### config.mk
export PLATFORM = sky130hd
export DESIGN_NAME = case6_result_packer
export DESIGN_NICKNAME = d
export VERILOG_FILES = /design/src/rtl/case6_pkg.sv /design/src/rtl/case6_sync_fifo.sv /design/src/rtl/case6_result_packer.sv
export SDC_FILE = /design/constraint.sdc
export NUM_CORES = 1
export LEC_CHECK = 0
export BUFFER_PORTS_ARGS = -buffer_cell sky130_fd_sc_hd__buf_2
export CORE_MARGIN = 2
export CORE_UTILIZATION = 45
export CTS_CLUSTER_DIAMETER = 200
export CTS_CLUSTER_SIZE = 30
export DETAILED_ROUTE_END_ITERATION = 6
export GPL_ROUTABILITY_DRIVEN = 1
export GPL_TIMING_DRIVEN = 0
export HOLD_SLACK_MARGIN = 0.15
export PLACE_DENSITY = 0.65
export SETUP_SLACK_MARGIN = 0.1
export SLEW_MARGIN = 20
export SYNTH_ARGS = -nofsm -noshare
export SYNTH_HDL_FRONTEND = slang
export SYNTH_SLANG_ARGS = --single-unit
### constraint.sdc
create_clock -name clk -period 4.8 [get_ports clk]
set_clock_uncertainty 0.1 [all_clocks]
set_input_delay 0.48 -clock clk [delete_from_list [all_inputs] [get_ports clk]]
set_output_delay 0.48 -clock clk [all_outputs]
set_load 0.01 [all_outputs]
### src/rtl/case6_pkg.sv
// Shared definitions for the case6 result packer: FSM states, word layout,
// drop counter width and the word-assembly helper.
package case6_pkg;

    typedef enum logic {
        ST_EMPTY = 1'b0,
        ST_HALF  = 1'b1
    } pack_state_e;

    localparam int SAMPLE_W   = 3;
    localparam int WORD_W     = 8;
    localparam int PAIR_BIT   = 7;
    localparam int ZERO_BIT   = 6;
    localparam int S1_LSB     = 3;
    localparam int S0_LSB     = 0;
    localparam logic PAIR_FLAG = 1'b1;
    localparam int DROP_CNT_W = 8;

    // Bit 6 is reserved and always packed as zero.
    function automatic logic [WORD_W-1:0] pack_word(input logic pair,
                                                    input logic [SAMPLE_W-1:0] s1,
                                                    input logic [SAMPLE_W-1:0] s0);
        logic [WORD_W-1:0] w;
        w                      = '0;
        w[PAIR_BIT]            = pair;
        w[ZERO_BIT]            = 1'b0;
        w[S1_LSB +: SAMPLE_W]  = s1;
        w[S0_LSB +: SAMPLE_W]  = s0;
        return w;
    endfunction

endpackage

### src/rtl/case6_sync_fifo.sv
// Flop-based synchronous FIFO; a push at full is accepted when a pop happens
// in the same cycle. Read data reads as zero while empty.
module case6_sync_fifo #(
    parameter int WIDTH = 8,
    parameter int DEPTH = 4
) (
    input  logic                     clk,
    input  logic                     rst_n,
    input  logic                     push,
    input  logic [WIDTH-1:0]         wdata,
    input  logic                     pop,
    output logic [WIDTH-1:0]         rdata,
    output logic                     full,
    output logic                     empty,
    output logic [$clog2(DEPTH):0]   count
);
    localparam int AW = $clog2(DEPTH);
    localparam int CW = AW + 1;
    localparam logic [CW-1:0] FULL_CNT = CW'(DEPTH);

    logic [DEPTH-1:0][WIDTH-1:0] mem_q, mem_d;
    logic [AW-1:0]               wr_ptr_q, wr_ptr_d, rd_ptr_q, rd_ptr_d;
    logic [CW-1:0]               count_q, count_d;
    logic                        do_push, do_pop;

    assign empty = (count_q == '0);
    assign full  = (count_q == FULL_CNT);
    assign count = count_q;
    assign rdata = empty ? '0 : mem_q[rd_ptr_q];

    always_comb begin
        do_pop   = pop && !empty;
        do_push  = push && (!full || do_pop);
        mem_d    = mem_q;
        wr_ptr_d = wr_ptr_q;
        rd_ptr_d = rd_ptr_q;
        count_d  = count_q;
        if (do_push) begin
            mem_d[wr_ptr_q] = wdata;
            wr_ptr_d        = wr_ptr_q + 1'b1;
        end
        if (do_pop) rd_ptr_d = rd_ptr_q + 1'b1;
        if (do_push && !do_pop)      count_d = count_q + 1'b1;
        else if (!do_push && do_pop) count_d = count_q - 1'b1;
    end

    always_ff @(posedge clk or negedge rst_n) begin
        if (!rst_n) begin
            mem_q    <= '0;
            wr_ptr_q <= '0;
            rd_ptr_q <= '0;
            count_q  <= '0;
        end else begin
            mem_q    <= mem_d;
            wr_ptr_q <= wr_ptr_d;
            rd_ptr_q <= rd_ptr_d;
            count_q  <= count_d;
        end
    end

endmodule

### src/rtl/case6_result_packer.sv
// Packs 3-bit case6 samples two per byte into an output FIFO, with flush of a
// half word, sticky overflow and a saturating dropped-sample counter.
module case6_result_packer
    import case6_pkg::*;
#(
    parameter int FIFO_DEPTH = 4
) (
    input  logic                  clk,
    input  logic                  rst_n,
    input  logic                  in_valid,
    input  logic                  y1,
    input  logic                  y2,
    input  logic                  y3,
    input  logic                  flush,
    output logic                  out_valid,
    input  logic                  out_ready,
    output logic [WORD_W-1:0]     out_data,
    output logic                  overflow,
    output logic [DROP_CNT_W-1:0] drop_cnt
);
    pack_state_e             state_q, state_d;
    logic [SAMPLE_W-1:0]     held_q, held_d;
    logic                    overflow_q, overflow_d;
    logic [DROP_CNT_W-1:0]   drop_cnt_q, drop_cnt_d;

    logic [SAMPLE_W-1:0]     sample;
    logic                    push_req, pop_fire, drop;
    logic [WORD_W-1:0]       push_word;
    logic [1:0]              push_n;
    logic [DROP_CNT_W:0]     drop_sum;
    logic                    fifo_full, fifo_empty;
    logic [$clog2(FIFO_DEPTH):0] fifo_count;
    logic                    fifo_cnt_unused;

    assign sample          = {y3, y2, y1};
    assign pop_fire        = out_ready && !fifo_empty;
    assign out_valid       = !fifo_empty;
    assign overflow        = overflow_q;
    assign drop_cnt        = drop_cnt_q;
    assign fifo_cnt_unused = ^fifo_count;

    always_comb begin
        state_d   = state_q;
        held_d    = held_q;
        push_req  = 1'b0;
        push_word = '0;
        push_n    = 2'd0;
        case (state_q)
            ST_EMPTY: begin
                if (in_valid && flush) begin
                    push_req  = 1'b1;
                    push_word = pack_word(1'b0, 3'b000, sample);
                    push_n    = 2'd1;
                end else if (in_valid) begin
                    held_d  = sample;
                    state_d = ST_HALF;
                end
            end
            ST_HALF: begin
                // A completing sample wins over a same-cycle flush.
                if (in_valid) begin
                    push_req  = 1'b1;
                    push_word = pack_word(PAIR_FLAG, sample, held_q);
                    push_n    = 2'd2;
                    held_d    = '0;
                    state_d   = ST_EMPTY;
                end else if (flush) begin
                    push_req  = 1'b1;
                    push_word = pack_word(1'b0, 3'b000, held_q);
                    push_n    = 2'd1;
                    held_d    = '0;
                    state_d   = ST_EMPTY;
                end
            end
        endcase

        drop       = push_req && fifo_full && !pop_fire;
        overflow_d = overflow_q || drop;
        drop_sum   = {1'b0, drop_cnt_q} + (DROP_CNT_W+1)'(push_n);
        drop_cnt_d = drop_cnt_q;
        if (drop) drop_cnt_d = drop_sum[DROP_CNT_W] ? '1 : drop_sum[DROP_CNT_W-1:0];
    end

    always_ff @(posedge clk or negedge rst_n) begin
        if (!rst_n) begin
            state_q    <= ST_EMPTY;
            held_q     <= '0;
            overflow_q <= 1'b0;
            drop_cnt_q <= '0;
        end else begin
            state_q    <= state_d;
            held_q     <= held_d;
            overflow_q <= overflow_d;
            drop_cnt_q <= drop_cnt_d;
        end
    end

    case6_sync_fifo #(
        .WIDTH (WORD_W),
        .DEPTH (FIFO_DEPTH)
    ) u_fifo (
        .clk   (clk),
        .rst_n (rst_n),
        .push  (push_req),
        .wdata (push_word),
        .pop   (out_ready),
        .rdata (out_data),
        .full  (fifo_full),
        .empty (fifo_empty),
        .count (fifo_count)
    );

endmodule

* Word level (Yosys, flattened, before mapping)
Index checks and enable logic that the tools add are counted.
** Word-level totals
- Bits in registers :: 52
- Bits of input ports :: 8
- Output and inout bits :: 18
- Word-level logic and storage cells :: 72
** Cells by class
- Add/sub/neg operators :: 5
- Magnitude comparators :: 3
- Equality and inequality tests :: 4
- Mux-type cells :: 31
- Bitwise logic cells :: 1
- Reduce and logical (&&, ||, !) cells :: 17
** Operator list (count)
- 2-to-1 mux 8 bit :: 5
- bitwise mux 32 bit :: 1
- 2-to-1 mux 3 bit :: 8
- binary-select mux 8 bit (select 2 bit) :: 1
- demux 8 bit (select 2 bit) :: 1
- one-hot mux 8 bit (2 select lines) :: 1
- adder 8 x 2 -> 9 bit :: 1
- 2-to-1 mux 1 bit :: 9
- logical AND 1 bit :: 8
- less-than comparator 2 x 3 -> 1 bit, second input constant :: 2
- one-hot mux 3 bit (2 select lines) :: 1
- adder 2 x 1 -> 2 bit, second input constant :: 2
- zero test 1 bit :: 4
- inequality test 2 bit, second input constant :: 2
- one-hot mux 1 bit (2 select lines) :: 2
- one-hot mux 2 bit (2 select lines) :: 1
- adder 3 x 1 -> 3 bit, second input constant :: 1
- == test 3 bit, second input constant :: 1
- zero test 3 bit :: 1
- inequality test 3 bit, second input constant :: 1
- AND reduction 3 bit :: 1
- subtractor 3 x 1 -> 3 bit, second input constant :: 1
- >= comparator 2 x 1 -> 1 bit, second input constant :: 1
- logical OR 1 bit :: 2
- 3 further kinds :: 3

* Depth between registers and ports, before layout
- Word-level depth :: 9
- Mapped depth :: 10

* Hierarchy
Synthesis repeated with hierarchy kept, for this count alone.
** Second synthesis, totals
- Cell total of the unflattened synthesis :: 209
- Area, all modules :: 2670.1 µm²
** Modules (own cells, without submodules)
- case6_sync_fifo :: instances 1, cells each 123, area an instance 1848.0 µm²
- case6_result_packer :: instances 1, cells each 86, area an instance 822.0 µm²

* Least setup slack after synthesis
No wires, ideal clock.
- Path kind :: input to register
- From :: input port flush
- To :: register u_fifo.count_q[1], in the netlist u_fifo.count[1]
- Setup time :: 0.125 ns
- Data arrival time :: 2.193 ns
- Path slack :: 2.382 ns
- Stages on the path :: 8
- Buffers on the path :: 2
- Path through :: buf_2 -> maj3_2 -> buf_6 -> and2_1 -> ha_1 -> inv_1 -> fa_1 -> mux2_2
** RTL lines
- from (decl) :: RTL line case6_result_packer.sv:14 : input logic flush,
- 2-to-1 mux 1 bit or logical AND 1 bit (tied branches) :: RTL line case6_result_packer.sv:67, case6_result_packer.sv:50
- 2-to-1 mux 1 bit, on equally long branches :: RTL line case6_result_packer.sv:61, case6_result_packer.sv:50
- one-hot mux 1 bit (2 select lines) (*) :: RTL line case6_result_packer.sv:48 : case (state_q)
- logical AND 1 bit (*) :: RTL line case6_sync_fifo.sv:33 : do_push = push && (!full || do_pop);
- via u_fifo.do_push :: RTL line case6_sync_fifo.sv:24 : logic do_push, do_pop;
- logical AND 1 bit (*) :: RTL line case6_sync_fifo.sv:43 : if (do_push && !do_pop) count_d = count_q + 1'b1;
- 2-to-1 mux 3 bit (*) :: RTL line case6_sync_fifo.sv:43
- via u_fifo.count_d[1] :: RTL line case6_sync_fifo.sv:23 : logic [CW-1:0] count_q, count_d;
- to (signal assigned) :: RTL line case6_sync_fifo.sv:57 : count_q <= count_d;
- to (decl) :: RTL line case6_sync_fifo.sv:23
The timed path passes the listed nets; every way through them passes the cells marked *.
A chain may end at the register's enable or synchronous reset.

* Worst setup path in the final report
- From :: register u_fifo.count_q[0], in the netlist u_fifo.count[0]
- To :: register u_fifo.count_q[1], in the netlist u_fifo.count[1]
** RTL lines
- zero test 3 bit :: RTL line case6_sync_fifo.sv:26 : assign empty = (count_q == '0);
- zero test 1 bit :: RTL line case6_sync_fifo.sv:32 : do_pop = pop && !empty;
- logical AND 1 bit :: RTL line case6_sync_fifo.sv:32
- logical OR 1 bit (*) :: RTL line case6_sync_fifo.sv:33
- logical AND 1 bit (*) :: RTL line case6_sync_fifo.sv:33
- via u_fifo.do_push :: RTL line case6_sync_fifo.sv:24
- logical AND 1 bit (*) :: RTL line case6_sync_fifo.sv:43
- 2-to-1 mux 3 bit (*) :: RTL line case6_sync_fifo.sv:43
- via u_fifo.count_d[1] :: RTL line case6_sync_fifo.sv:23
The timed path passes the listed nets; every way through them passes the cells marked *. The select of a mux whose other input is x is not followed.

==> results.py <==
metrics = {
    "logic_synthesis": {
        "synth.distinct_cells": 41,
        "synthTopCellsByArea": "dfrtp_1, nand2_1, mux4_2, o21ai_0, ha_1",
        "synth_top_area_share_pct": 49.46,
        "synthArstFlopShare_pct": 100.0,
        "ys_ff_latch": 48,
        "syn_nets": 246,
        "synth_flop_cell": "dfrtp_1",
        "yosysTopAreaCell": "dfrtp_1",
        "yosys_warnings": 0,
        "netlist_instances": 229,
        "yosysSeqAreaShare_pct": 49.46,
        "syn_area_per_cell_um2": 10.61,
        "syn_area_um2": 2429,
        "synth_edf_count": 0,
    },
    "finish": {
        "nets": 277,
        "area_delta_synth_final_pct": 12.21,
        "post-route-util_pct": 52.69,
        "final_area_um2": 2725,
        "antenna_cells": 0,
        "drive_gt1_share_pct": 21.92,
        "fin_cells": 330,
    },
    "worst_setup_path": {
        "worstPathMaxFanout": 5,
        "reg2reg_from": "u_fifo.count[0]",
        "cpPeakStageDelay_ns": 0.60,
        "worstSetupPathType": "register to register",
        "r2r.worst_path.cells": 6,
        "cpLargestDelayFamily": "simple AND/OR/NAND/NOR gates",
        "reg2reg_to": "u_fifo.count[1]",
        "setup.worst_path.end": "u_fifo.count[1]",
        "slowest_stage": "or4b_4",
        "cp.required_ns": 4.88,
        "start_kind": "register",
        "cp.depth": 6,
        "crit_path_end_kind": "register",
        "worstPathCellList": "or4b_4 -> and2_1 -> ha_1 -> inv_1 -> fa_1 -> mux2_2",
        "cp.arrival_ns": 2.52,
        "ff2ff_setup_slack_ns": 2.36,
        "cp-startpoint": "u_fifo.count[0]",
        "path_buf_inv": 1,
    },
    "pwr": {
        "p_comb_share_pct": 36.6,
        "p_int_uw": 863.2,
        "power.leakage_uw": 0.001279,
        "power_switching_uw": 455.4,
        "pwr-share-clk_pct": 17.0,
        "swShare_pct": 34.54,
        "power_uw": 1319,
        "p_per_area_nw_per_um2": 483.9,
        "p_seq_share_pct": 46.4,
        "peakVddDrop_mv": 0.2060,
    },
    "timing": {
        "hold_viol": 0,
        "finalSetupViolations": 0,
        "tightestPinTransition_ns": 0.5998,
        "fmax_mhz": 409.6,
        "drv_slew": 0,
        "rsz0062_at_grt": "false",
        "period_share_pct": 50.86,
        "fin_crit_ns": 2.441,
        "slew_headroom_pct": 60.02,
        "tns_ns": 0,
    },
    "placed_design": {
        "gp_congestion": 0.7743,
        "dp_cells": 322,
        "portBuffers": 23,
        "place_area_um2": 2631,
        "dpl.hpwl_mm": 3.264,
    },
    "cts": {
        "htree_levels": 2,
        "insertion_delay_ns": 0.29,
        "cts_tree": "yes",
        "cts_buffer_depth": 2,
        "cts.sinks": 48,
        "cts_inserted_buffers": 5,
        "clk_pin_slew_worst_paths_ns": 0.08,
        "cts_root_buffer": "clkbuf_8",
    },
    "drt": {
        "viasPerCell": 5.173,
        "first_pass_iters": 6,
        "vias": 1707,
        "drt_iter0_drc": 49,
        "routed_wirelength_mm": 4.490,
        "wl_per_cell_um": 13.61,
        "antenna_left": 0,
        "drc": 0,
    },
    "hold_path": {
        "hold_class": "register to register",
    },
    "global_route": {
        "overflow": 0,
        "grt_max_degree": 49,
        "grt_pass1_wl_mm": 7.983,
        "first_global_vias": 1672,
        "antenna_found_initial": 0,
        "grt_usage_pct": 16.70,
    },
    "floorplan": {
        "core.rowCount": 26,
        "die_h_um": 77.47,
        "io_pins": 26,
        "die_w_um": 77.47,
        "start_util_pct": 46.95,
        "dieArea_um2": 6001,
        "core_area_um2": 5172,
    },
    "outcome": {
        "outcome": "finished, final reports clean",
    },
    "job": {
        "maxCapViolCount": 0,
    },
}
[synth_stat cells, types with 2 or more instances]
library cell,count
dfrtp_1,48
nand2_1,45
o21ai_0,30
and2_1,8
ha_1,7
inv_1,7
mux4_2,7
nand3_1,6
nor2b_1,6
xor2_1,6
buf_4,5
nand3_2,5
nor2_1,4
xnor2_1,4
a21oi_1,3
a22o_1,3
a22oi_1,3
buf_2,3
nand4_1,3
and3_1,2
clkbuf_1,2
fa_1,2
o21ai_1,2
[worst min-delay path by stage]
stage	startpoint	endpoint	slack [ns]	cells past startpoint
2_1_floorplan	rst_n	drop_cnt[0]	0.08	0
3_3_place_gp	overflow	overflow	0.35	1
3_5_place_dp	overflow	overflow	0.35	1
4_1_cts	rst_n	held_q[2]	0.30	1
5_1_grt	out_ready	u_fifo.rd_ptr_q[1]	0.40	3
6_report	overflow	overflow	0.37	1
[layer usage]
| metal | track usage, % | vias to the layer above | share of wire, % |
|---|---|---|---|
| li1 | - | 847 | - |
| met1 | 23.13 | 816 | 48 |
| met2 | 27.04 | 39 | 47 |
| met3 | 2.442 | 5 | 4.2 |
| met4 | 5.714 | 0 | 1.4 |
| met5 | 0 | - | 0 |
[power groups by stage]
stage	Combinational, uW	Clock (uW)	Sequential, uW
2_1_floorplan	359	0	607
3_3_place_gp	477	0	617
3_5_place_dp	489	0	620
4_1_cts	489	234	613
5_1_grt	548	247	632
6_report	483	225	611
[worst reg2reg max path, cell delays in order (launching register included)]
cell	delay, ns
dfrtp_1	0.45
or4b_4	0.60
and2_1	0.22
ha_1	0.22
inv_1	0.07
fa_1	0.41
mux2_2	0.27
[metrics by stage]
stage	setup WS (ns)	hold WS [ns]
finish	2.359	0.3701
global route	2.154	0.3983
CTS	2.345	0.3009
detailed placement	2.249	0.3470
global placement	2.259	0.3500
floorplan	2.382	0.08441
[cells in the final DEF, fill, tap and decap left out, types with 2 or more instances in the layout]
master / instances
dfrtp_1: 48
nand2_1: 45
o21ai_0: 30
buf_2: 25
and2_1: 8
inv_1: 7
mux4_2: 7
ha_1: 7
nor2b_1: 6
nand3_1: 6
buf_4: 6
xor2_1: 6
nand3_2: 5
clkbuf_8: 5
xnor2_1: 4
nor2_1: 4
a22o_1: 3
a22oi_1: 3
nand4_1: 3
a21oi_1: 3
clkbuf_1: 2
and3_1: 2
o21ai_1: 2
fa_1: 2
[timing repair]
action,CTS,global route
hold buffers,0,1
buffers inserted,0,0
resized for setup,0,0
endpoints found under the hold margin,0,40
setup endpoints to repair,0,0
[cell families after synthesis]
family	count (synthesis)	synth area share, %
multiplexers	8	6.955
adder cells (fa/ha/maj)	10	5.719
AO/OA/AOI/OAI	47	11.28
other	1	0.1544
buffers and inverters	18	4.019
AND/OR/NAND/NOR	87	18.81
flip-flops	48	49.46
XOR/XNOR	10	3.606
[state kept, by name, indices dropped and copies added (netlist names)]
name,flops
drop_cnt,8
held_q,3
overflow,1
state_q,1
u_fifo.count,3
u_fifo.mem_q,28
u_fifo.rd_ptr_q,2
u_fifo.wr_ptr_q,2
[cell type report]
| cell class | instances | area (um^2) |
|---|---|---|
| Buffer | 11 | 71.32 |
| Clock buffer | 5 | 68.82 |
| Clock inverter | 2 | 12.51 |
| Fill cell | 481 | 2447 |
| Inverter | 7 | 26.28 |
| Multi-Input combinational cell | 163 | 1130 |
| Sequential cell | 48 | 1201 |
| Tap cell | 70 | 87.58 |
| Timing Repair Buffer | 24 | 127.6 |
Note: power is estimated with default switching activity, not from simulation.
